$ cat src/rtl/fizzbuzz_fmt_if.sv
// Request and byte-stream signals between the BCD counter, fizzbuzz_fmt and uart_tx.
// master drives requests and uart busy; slave is the formatter.
interface fizzbuzz_fmt_if #(
    parameter int DIGITS = 2
);
    logic [DIGITS*4-1:0] i_num_bcd;
    logic                i_num_valid;
    logic                o_busy;
    logic                i_tx_busy;
    logic [7:0]          o_tx_data;
    logic                o_tx_valid;
    logic                o_msg_done;
    logic                o_err;

    modport master (
        output i_num_bcd,
        output i_num_valid,
        output i_tx_busy,
        input  o_busy,
        input  o_tx_data,
        input  o_tx_valid,
        input  o_msg_done,
        input  o_err
    );

    modport slave (
        input  i_num_bcd,
        input  i_num_valid,
        input  i_tx_busy,
        output o_busy,
        output o_tx_data,
        output o_tx_valid,
        output o_msg_done,
        output o_err
    );
endinterface

$ cat src/rtl/fizzbuzz_fmt.sv
// FizzBuzz message formatter: classifies one BCD number per request and streams
// "Fizz"/"Buzz"/"FizzBuzz" or its decimal digits plus a line terminator into uart_tx.
module fizzbuzz_fmt #(
    parameter int DIGITS  = 2,
    parameter bit CRLF    = 1'b1,
    parameter int HOLDOFF = 1
) (
    input  logic          clk,
    input  logic          rst,
    fizzbuzz_fmt_if.slave bus
);
    localparam int NUM_W   = DIGITS * 4;
    localparam int SUM_W   = $clog2(9 * DIGITS + 1);
    localparam int IDX_W   = (DIGITS > 1) ? $clog2(DIGITS) : 1;
    localparam int MAX_LEN = ((DIGITS > 8) ? DIGITS : 8) + 2;
    localparam int PTR_W   = $clog2(MAX_LEN + 1);

    localparam logic [PTR_W-1:0] TERM_LEN = CRLF ? PTR_W'(2) : PTR_W'(1);

    localparam logic [7:0] FIZZBUZZ_STR [8] = '{8'h46, 8'h69, 8'h7A, 8'h7A,
                                                8'h42, 8'h75, 8'h7A, 8'h7A};
    localparam logic [7:0] FIZZ_STR [4] = '{8'h46, 8'h69, 8'h7A, 8'h7A};
    localparam logic [7:0] BUZZ_STR [4] = '{8'h42, 8'h75, 8'h7A, 8'h7A};

    typedef enum logic [1:0] {
        IDLE,
        CLASSIFY,
        SEND,
        HOLD
    } state_t;

    state_t r_state;
    state_t w_nextState;

    logic [NUM_W-1:0] r_num;
    logic             r_div3;
    logic             r_div5;
    logic [IDX_W-1:0] r_msbIdx;
    logic [PTR_W-1:0] r_bytePtr;
    logic [2:0]       r_holdCnt;
    logic             r_err;

    logic             w_badNibble;
    logic             w_accept;
    logic [SUM_W-1:0] w_digitSum;
    logic             w_div3;
    logic             w_div5;
    logic [IDX_W-1:0] w_msbIdx;
    logic [3:0]       w_digits [DIGITS];
    logic [IDX_W-1:0] w_digitSel;
    logic [PTR_W-1:0] w_bodyLen;
    logic [PTR_W-1:0] w_msgLen;
    logic [7:0]       w_byte;
    logic             w_strobe;

    always_comb begin
        w_badNibble = 1'b0;
        for (int d = 0; d < DIGITS; d++) begin
            if (bus.i_num_bcd[d*4 +: 4] > 4'd9) begin
                w_badNibble = 1'b1;
            end
        end
    end

    assign w_accept = (r_state == IDLE) && bus.i_num_valid && !w_badNibble;

    // Digit sum never exceeds 9*DIGITS, so its mod-3 is exact for any supported width.
    always_comb begin
        w_digits   = '{default: 4'd0};
        w_digitSum = '0;
        w_msbIdx   = '0;
        for (int d = 0; d < DIGITS; d++) begin
            w_digits[d] = r_num[d*4 +: 4];
            w_digitSum  = w_digitSum + SUM_W'(r_num[d*4 +: 4]);
            if (r_num[d*4 +: 4] != 4'd0) begin
                w_msbIdx = IDX_W'(d);
            end
        end
    end

    assign w_div3 = ((w_digitSum % SUM_W'(3)) == '0);
    assign w_div5 = (r_num[3:0] == 4'd0) || (r_num[3:0] == 4'd5);

    always_comb begin
        w_bodyLen  = '0;
        w_byte     = 8'h00;
        w_digitSel = r_msbIdx - IDX_W'(r_bytePtr);
        case ({r_div3, r_div5})
            2'b11:        w_bodyLen = PTR_W'(8);
            2'b10, 2'b01: w_bodyLen = PTR_W'(4);
            default:      w_bodyLen = PTR_W'(r_msbIdx) + PTR_W'(1);
        endcase
        if (r_bytePtr < w_bodyLen) begin
            case ({r_div3, r_div5})
                2'b11:   w_byte = FIZZBUZZ_STR[r_bytePtr[2:0]];
                2'b10:   w_byte = FIZZ_STR[r_bytePtr[1:0]];
                2'b01:   w_byte = BUZZ_STR[r_bytePtr[1:0]];
                default: w_byte = 8'h30 + {4'h0, w_digits[w_digitSel]};
            endcase
        end else if (CRLF && (r_bytePtr == w_bodyLen)) begin
            w_byte = 8'h0D;
        end else begin
            w_byte = 8'h0A;
        end
    end

    assign w_msgLen = w_bodyLen + TERM_LEN;

    always_ff @(posedge clk) begin
        if (rst) begin
            r_state <= IDLE;
        end else begin
            r_state <= w_nextState;
        end
    end

    always_comb begin
        w_nextState = r_state;
        w_strobe    = 1'b0;
        case (r_state)
            IDLE: begin
                if (w_accept) begin
                    w_nextState = CLASSIFY;
                end
            end
            CLASSIFY: begin
                w_nextState = SEND;
            end
            SEND: begin
                if (!bus.i_tx_busy) begin
                    w_strobe    = 1'b1;
                    w_nextState = HOLD;
                end
            end
            HOLD: begin
                if (r_holdCnt == 3'd0) begin
                    w_nextState = (r_bytePtr == w_msgLen) ? IDLE : SEND;
                end
            end
            default: begin
                w_nextState = IDLE;
            end
        endcase
    end

    // The byte pointer already points past the strobed byte while in HOLD.
    always_ff @(posedge clk) begin
        if (rst) begin
            r_num     <= '0;
            r_div3    <= 1'b0;
            r_div5    <= 1'b0;
            r_msbIdx  <= '0;
            r_bytePtr <= '0;
            r_holdCnt <= 3'd0;
            r_err     <= 1'b0;
        end else begin
            r_err <= (r_state == IDLE) && bus.i_num_valid && w_badNibble;
            if (w_accept) begin
                r_num <= bus.i_num_bcd;
            end
            if (r_state == CLASSIFY) begin
                r_div3    <= w_div3;
                r_div5    <= w_div5;
                r_msbIdx  <= w_msbIdx;
                r_bytePtr <= '0;
            end
            if (w_strobe) begin
                r_bytePtr <= r_bytePtr + PTR_W'(1);
                r_holdCnt <= 3'(HOLDOFF - 1);
            end else if ((r_state == HOLD) && (r_holdCnt != 3'd0)) begin
                r_holdCnt <= r_holdCnt - 3'd1;
            end
        end
    end

    assign bus.o_tx_valid = w_strobe;
    assign bus.o_tx_data  = w_strobe ? w_byte : 8'h00;
    assign bus.o_msg_done = w_strobe && (r_bytePtr == (w_msgLen - PTR_W'(1)));
    assign bus.o_busy     = (r_state != IDLE);
    assign bus.o_err      = r_err;

endmodule

$ cat src/flat_wrapper.sv
// flat-port wrapper written by rule: the top's interface ports become plain ports
module fizzbuzz_fmt_flat 
#(
    parameter int DIGITS  = 2,
    parameter bit CRLF    = 1'b1,
    parameter int HOLDOFF = 1
)
  (clk, rst, bus_i_num_bcd, bus_i_num_valid, bus_i_tx_busy, bus_o_busy, bus_o_tx_data, bus_o_tx_valid, bus_o_msg_done, bus_o_err);
  fizzbuzz_fmt_if #(.DIGITS(DIGITS)) bus_i ();
  input  logic clk;
  input  logic rst;
  input wire logic [$bits(bus_i.i_num_bcd)-1:0] bus_i_num_bcd;
  input wire logic [$bits(bus_i.i_num_valid)-1:0] bus_i_num_valid;
  input wire logic [$bits(bus_i.i_tx_busy)-1:0] bus_i_tx_busy;
  output wire logic [$bits(bus_i.o_busy)-1:0] bus_o_busy;
  output wire logic [$bits(bus_i.o_tx_data)-1:0] bus_o_tx_data;
  output wire logic [$bits(bus_i.o_tx_valid)-1:0] bus_o_tx_valid;
  output wire logic [$bits(bus_i.o_msg_done)-1:0] bus_o_msg_done;
  output wire logic [$bits(bus_i.o_err)-1:0] bus_o_err;
  assign bus_i.i_num_bcd = bus_i_num_bcd;
  assign bus_i.i_num_valid = bus_i_num_valid;
  assign bus_i.i_tx_busy = bus_i_tx_busy;
  assign bus_o_busy = bus_i.o_busy;
  assign bus_o_tx_data = bus_i.o_tx_data;
  assign bus_o_tx_valid = bus_i.o_tx_valid;
  assign bus_o_msg_done = bus_i.o_msg_done;
  assign bus_o_err = bus_i.o_err;
  fizzbuzz_fmt #(.DIGITS(DIGITS), .CRLF(CRLF), .HOLDOFF(HOLDOFF)) u_core (.clk(clk), .rst(rst), .bus(bus_i));
endmodule
$ cat config.mk
export PLATFORM = sky130hd
export DESIGN_NAME = fizzbuzz_fmt_flat
export DESIGN_NICKNAME = d
export VERILOG_FILES = /design/src/rtl/fizzbuzz_fmt_if.sv /design/src/rtl/fizzbuzz_fmt.sv /design/src/flat_wrapper.sv
export SDC_FILE = /design/constraint.sdc
export NUM_CORES = 1
export LEC_CHECK = 0
export CORE_ASPECT_RATIO = 1.4
export CORE_MARGIN = 4
export CORE_UTILIZATION = 51
export CTS_CLUSTER_SIZE = 14
export DETAILED_ROUTE_END_ITERATION = 10
export HOLD_SLACK_MARGIN = 0.08
export PLACE_DENSITY = 0.77
export SYNTH_ARGS = -nofsm -noshare
export SYNTH_HDL_FRONTEND = slang
export SYNTH_SLANG_ARGS = --single-unit
$ cat constraint.sdc
create_clock -name clk -period 3.1 [get_ports clk]
set_input_delay 0.31 -clock clk [delete_from_list [all_inputs] [get_ports clk]]
set_output_delay 0.31 -clock clk [all_outputs]
set_load 0.005 [all_outputs]
==> metrics.txt <==
Placed Instance Area=2400 sq um; CP Class=register to register; first-pass GRT wire length=8.34 mm; FF-to-FF path depth=15; CTS buffer count=3; grt ovf=0; number of port buffers=22; count leader, synth=nor2_1; Avg Inst Size Synth=7.51 sq um; Diodes inserted=0; Mapped Area=2070 sq um; Setup crit end=u_core.r_div3; initial antenna violation count=0; vias per inst=5.77; Leakage=0.00113 uW; row count=27; die width=between 60 and 70 um; Die Area=5150 sq um; Pwr Density=297 nW/um^2; ys flop type=dfxtp_1; share of layout cells above drive strength 1=18.1%; outcome=complete, no violations; final core utilization=67.0%; Final HPWL DP=just under 4 mm; start of the worst register-to-register path=u_core.r_num[4]; Syn Nets=approximately 310; Max clock buf depth=2; I/O pin total=24; Placed Instances=about 340; FFs w/ async S/R, synth=0%; Clock Skews=0.874 ps; Hold Vio Cnt, Final=0; top cells by area, synth=dfxtp_1 20%, ha_1 14%, nor2_1 6.5%, mux2i_1 5.8%, nand2_1 4.7%; CP startpoint=u_core.r_num[4]; DRC=0; Tmin final=3010 ps; DR iter-0 viols=128; Via Count=2031; Worst EP required=3260 ps; All-Layer GR Usage=20.4%; Synth top area share=20.4%; endpoint type of the worst setup path=register; vias in the first global route=1867; # setup viols final=0; largest net degree at the start of global routing=22; Highest Clock Rate=between 0.3 and 0.4 GHz; Post-synth EDFFs=0; CP Max Fanout=7; area delta synth->final=27.0%; drt pass-1 iters=4; fin nets=347; Max Cap Viol=0; worst skew pair latency=250 ps; Hold-fix buffers, CTS=0; Slew Limit Fails=0; final period utilization=97.2%; CTS H-Tree Depth=1; CP arrival=3170 ps; Clock Root Buffer=clkbuf_8; RSZ-0062 raised after global routing=yes; maximum vdd drop=352 uV; Final Wtd Congestion=0.924; Yosys warning count=0; antenna-violating nets left=0; Final Cell Area=approximately 2600 sq um; Synth cell types=between 50 and 60; Relative slew margins=about 50%; reg-to-reg slack, setup=approximately 90 ps; Die Y=83.3 um; CP startpoint kind=register; register area share after synthesis=20.4%; Synth Register Bits=21; post-synth top area cell=dfxtp_1; initial core utilization=52.7%; Fill cells=344; Reg clk slew, reported paths=about 70 ps; core area=around 3900 sq um; actual slew at the worst max-slew pin=740 ps; drt total wl=5.32 mm; CTS tree=yes; worst min-delay path class=register to register; Final Non-Filler Cells=352; synthesized instance count=275; final setup TNS=0 ps; CTS sink count=21; drt wl/cell=15.1 um; synth cell count leaders=36 x nor2_1, 26 x nand2_1, 23 x ha_1; worst flop-to-flop path endpoint=u_core.r_div3
report_power, final:
group          switching [uW]  total [uW]  internal [uW]
registers                10.6         291            281
logic                     161         313            152
clock network            85.4         177           91.4
total                     257         781            524
sequential cells by signal, summed over array words and instances (netlist names):
signal / count
u_core.r_num: 8
u_core.r_bytePtr: 4
u_core.r_holdCnt: 3
u_core.r_state: 2
u_core.bus.o_err: 1
u_core.r_div3: 1
u_core.r_div5: 1
u_core.r_msbIdx: 1
worst min-delay path by stage:
stage	cells after the start	slack [ps]	to	start
6_report	2	500	u_core.r_holdCnt[2]	u_core.r_holdCnt[2]
5_1_grt	2	550	u_core.r_holdCnt[1]	u_core.r_holdCnt[1]
4_1_cts	2	500	u_core.r_holdCnt[2]	u_core.r_holdCnt[2]
3_5_place_dp	2	490	u_core.r_holdCnt[2]	u_core.r_holdCnt[2]
3_3_place_gp	2	490	u_core.r_holdCnt[2]	u_core.r_holdCnt[2]
2_1_floorplan	1	400	u_core.r_holdCnt[1]	rst
repair_timing:
item | CTS | global route
setup endpoints to repair | 3 | 6
resized for setup | 12 | 22
hold endpoints to repair | 0 | 0
pin swaps | 7 | 16
buffers inserted | 3 | 3
critical path, cell delays in order, from the launching register on:
cell	delay, ps
dfxtp_2	360
ha_4	140
inv_2	30
fa_2	410
buf_6	160
buf_4	130
and3_1	190
o21ai_1	130
a41o_2	250
mux2i_4	100
ha_4	190
and3_4	170
o21ai_2	150
o221ai_2	110
o31a_1	290
o21a_1	100
metrics by stage:
step                      hold WS, ps  worst slack [ps]  total power, uW
after CTS                         504              28.6              746
after detailed placement          494             -45.7              557
after floorplan                   400              22.8              477
after global placement            489              51.7              552
final                             503              87.7              781
after global routing              551             -27.3              834
layout by cell type (no fill, tap or decap), drive strengths merged, types with 5 or more instances in the layout:
cell type | Yosys | routed
a21oi | 15 | 15
buf | 7 | 23
clkdlybuf4s50 | 0 | 18
dfxtp | 21 | 21
ha | 23 | 23
inv | 23 | 23
mux2i | 13 | 13
nand2 | 26 | 26
nand2b | 7 | 7
nand4 | 6 | 6
nor2 | 36 | 36
nor2b | 5 | 5
nor3 | 7 | 7
o21ai | 12 | 12
xnor2 | 6 | 6
cell type report:
class | instances | area [sq um] | area share, %
Clock buffer | 4 | 45.0 | 1.72
Timing Repair Buffer | 45 | 407 | 15.5
Tap cell | 43 | 53.8 | 2.05
Inverter | 23 | 86.3 | 3.29
Sequential cell | 21 | 423 | 16.1
Multi-Input combinational cell | 216 | 1610 | 61.3
layer usage:
| layer | track usage [%] | vias up | routed length (um) |
|---|---|---|---|
| met5 | 0 | - | 0 |
| met3 | 2.95 | 8 | 165 |
| met4 | 4.44 | 0 | 83 |
| met2 | 35.9 | 43 | 2860 |
| li1 | - | 1031 | - |
| met1 | 25.1 | 949 | 2210 |
kinds of logic (layout without fill, tap and decap cells):
kind of cell | Yosys count | count (layout) | synth area share (%)
buf+inv | 38 | 72 | 7.87
mux | 15 | 15 | 7.57
flops | 21 | 21 | 20.4
simple gates | 104 | 104 | 23.6
other cells | 1 | 1 | 0.182
xor+xnor | 10 | 10 | 4.24
compound gates | 61 | 61 | 20.3
fa+ha+maj | 25 | 25 | 15.9
(Power assumes the default switching activity.)
==> edit (same settings) <==
Re-encode `state_t` (4 states) as one-hot, 4 bits wide.
--- a/src/rtl/fizzbuzz_fmt.sv
+++ b/src/rtl/fizzbuzz_fmt.sv
@@ -23,9 +23,9 @@
     localparam logic [7:0] BUZZ_STR [4] = '{8'h42, 8'h75, 8'h7A, 8'h7A};
 
-    typedef enum logic [1:0] {
-        IDLE,
-        CLASSIFY,
-        SEND,
-        HOLD
+    typedef enum logic [3:0] {
+        IDLE     = 4'b0001,
+        CLASSIFY = 4'b0010,
+        SEND     = 4'b0100,
+        HOLD     = 4'b1000
     } state_t;
 
Check against the original RTL: same outputs for any inputs over 10 cycles, from zero or initial values and one cycle with rst high; not proved beyond that.
==> edit against the unedited design <==
The flow now finishes with violations (negative setup slack). Critical path depth rose by 1. Area after synthesis rose by 7.5%. Die area rose by 6.6%. Worst hold slack improved by 0.0018 ns. Largest power group is now registers. Cell count rose by 7.1%. Final area rose by 8.9%. Routed wire length rose by 4.2%. Via count rose by 9.5%. Worst setup slack got worse by 0.13 ns. Power fell by 3.3%. Largest cell class unchanged. First-iteration DRC count fell by 23%. Core utilization rose by 0.99 points. Sequential cell count rose by 2.
==> edit: results (changes against the unedited design) <==
path_delay_family: "simple AND/OR/NAND/NOR gates"
gp_congestion: 0.867  # -6.2%
synth_area_leaders: "dfxtp_1 (21%), ha_1 (13%), nor2_1 (6.3%)"
nClkBuffers: 3  # -1
drt_iter0_drc: 99  # -23%
dpl_cell_area_sq_um: 2630  # +9.5%
grt_util_all_layers_pct: 20.5  # +0.086 points
use_met1_pct: 23.6  # -1.6 points
grtUsageMet3_pct: 2.36  # -0.60 points
tns_ns: -0.0384  # -0.0384 ns
failed_checks: "negative setup slack"
synth-xor-area-share_pct: 5.07  # +0.83 points
worst_slack_ns: -0.0384  # -0.126 ns
num-multi-input-gates: 229  # +6.0%
tightest_slew_ns: 0.756  # +0.0155 ns
dr_wl_met2_um: 2890  # +1.1%
nonClkBufAreaFrac_pct: 15.9  # +0.45 points
post-route-util_pct: 67.9  # +0.99 points
syn-instance-count: 289  # +5.1%
outcome: "finished with violations"
fillers: 340  # -1.2%
synth_adder_area_share_pct: 14.8  # -1.1 points
grt_max_degree: 21  # -4.5%
clkLatencyLatePin_ns: 0.27  # +0.02 ns
multiInputGateArea_sq_um: 1740  # +8.2%
synth.distinct_cells: 58  # +5.5%
seqCellArea_sq_um: 465  # +10%
postCtsSetupRepairBufs: 2  # -1
grt_pass1_vias: 2122  # +14%
finClkSkew_ns: 0.00775  # +0.00687 ns
clk_pin_slew_ns: 0.09  # +0.02 ns
setup_viol: 1  # +1
## edit: changes by cell type after synthesis, moves of 3 or more
cell	before	now
xor2_1	4	7
or3_1	0	4
nand2_1	26	18
nand3_1	4	9
nand3b_1	1	5
a21oi_1	15	22
a31oi_1	4	0
o211ai_1	2	5
## edit: where the power goes
group | internal [mW] | switching, mW
sequential | 0.305 | 0.00752
clock | 0.0913 | 0.105
combinational | 0.122 | 0.124
## edit: path summary, 6_finish.rpt
check | slack, ns | to | depth (start not counted) | startpoint
max | -0.04 | u_core.r_div3 | 16 | u_core.r_num[0]
max reg2reg | -0.04 | u_core.r_div3 | 16 | u_core.r_num[0]
min reg2reg | 0.50 | u_core.r_holdCnt[1] | 2 | u_core.r_holdCnt[1]
min | 0.50 | u_core.r_holdCnt[1] | 2 | u_core.r_holdCnt[1]
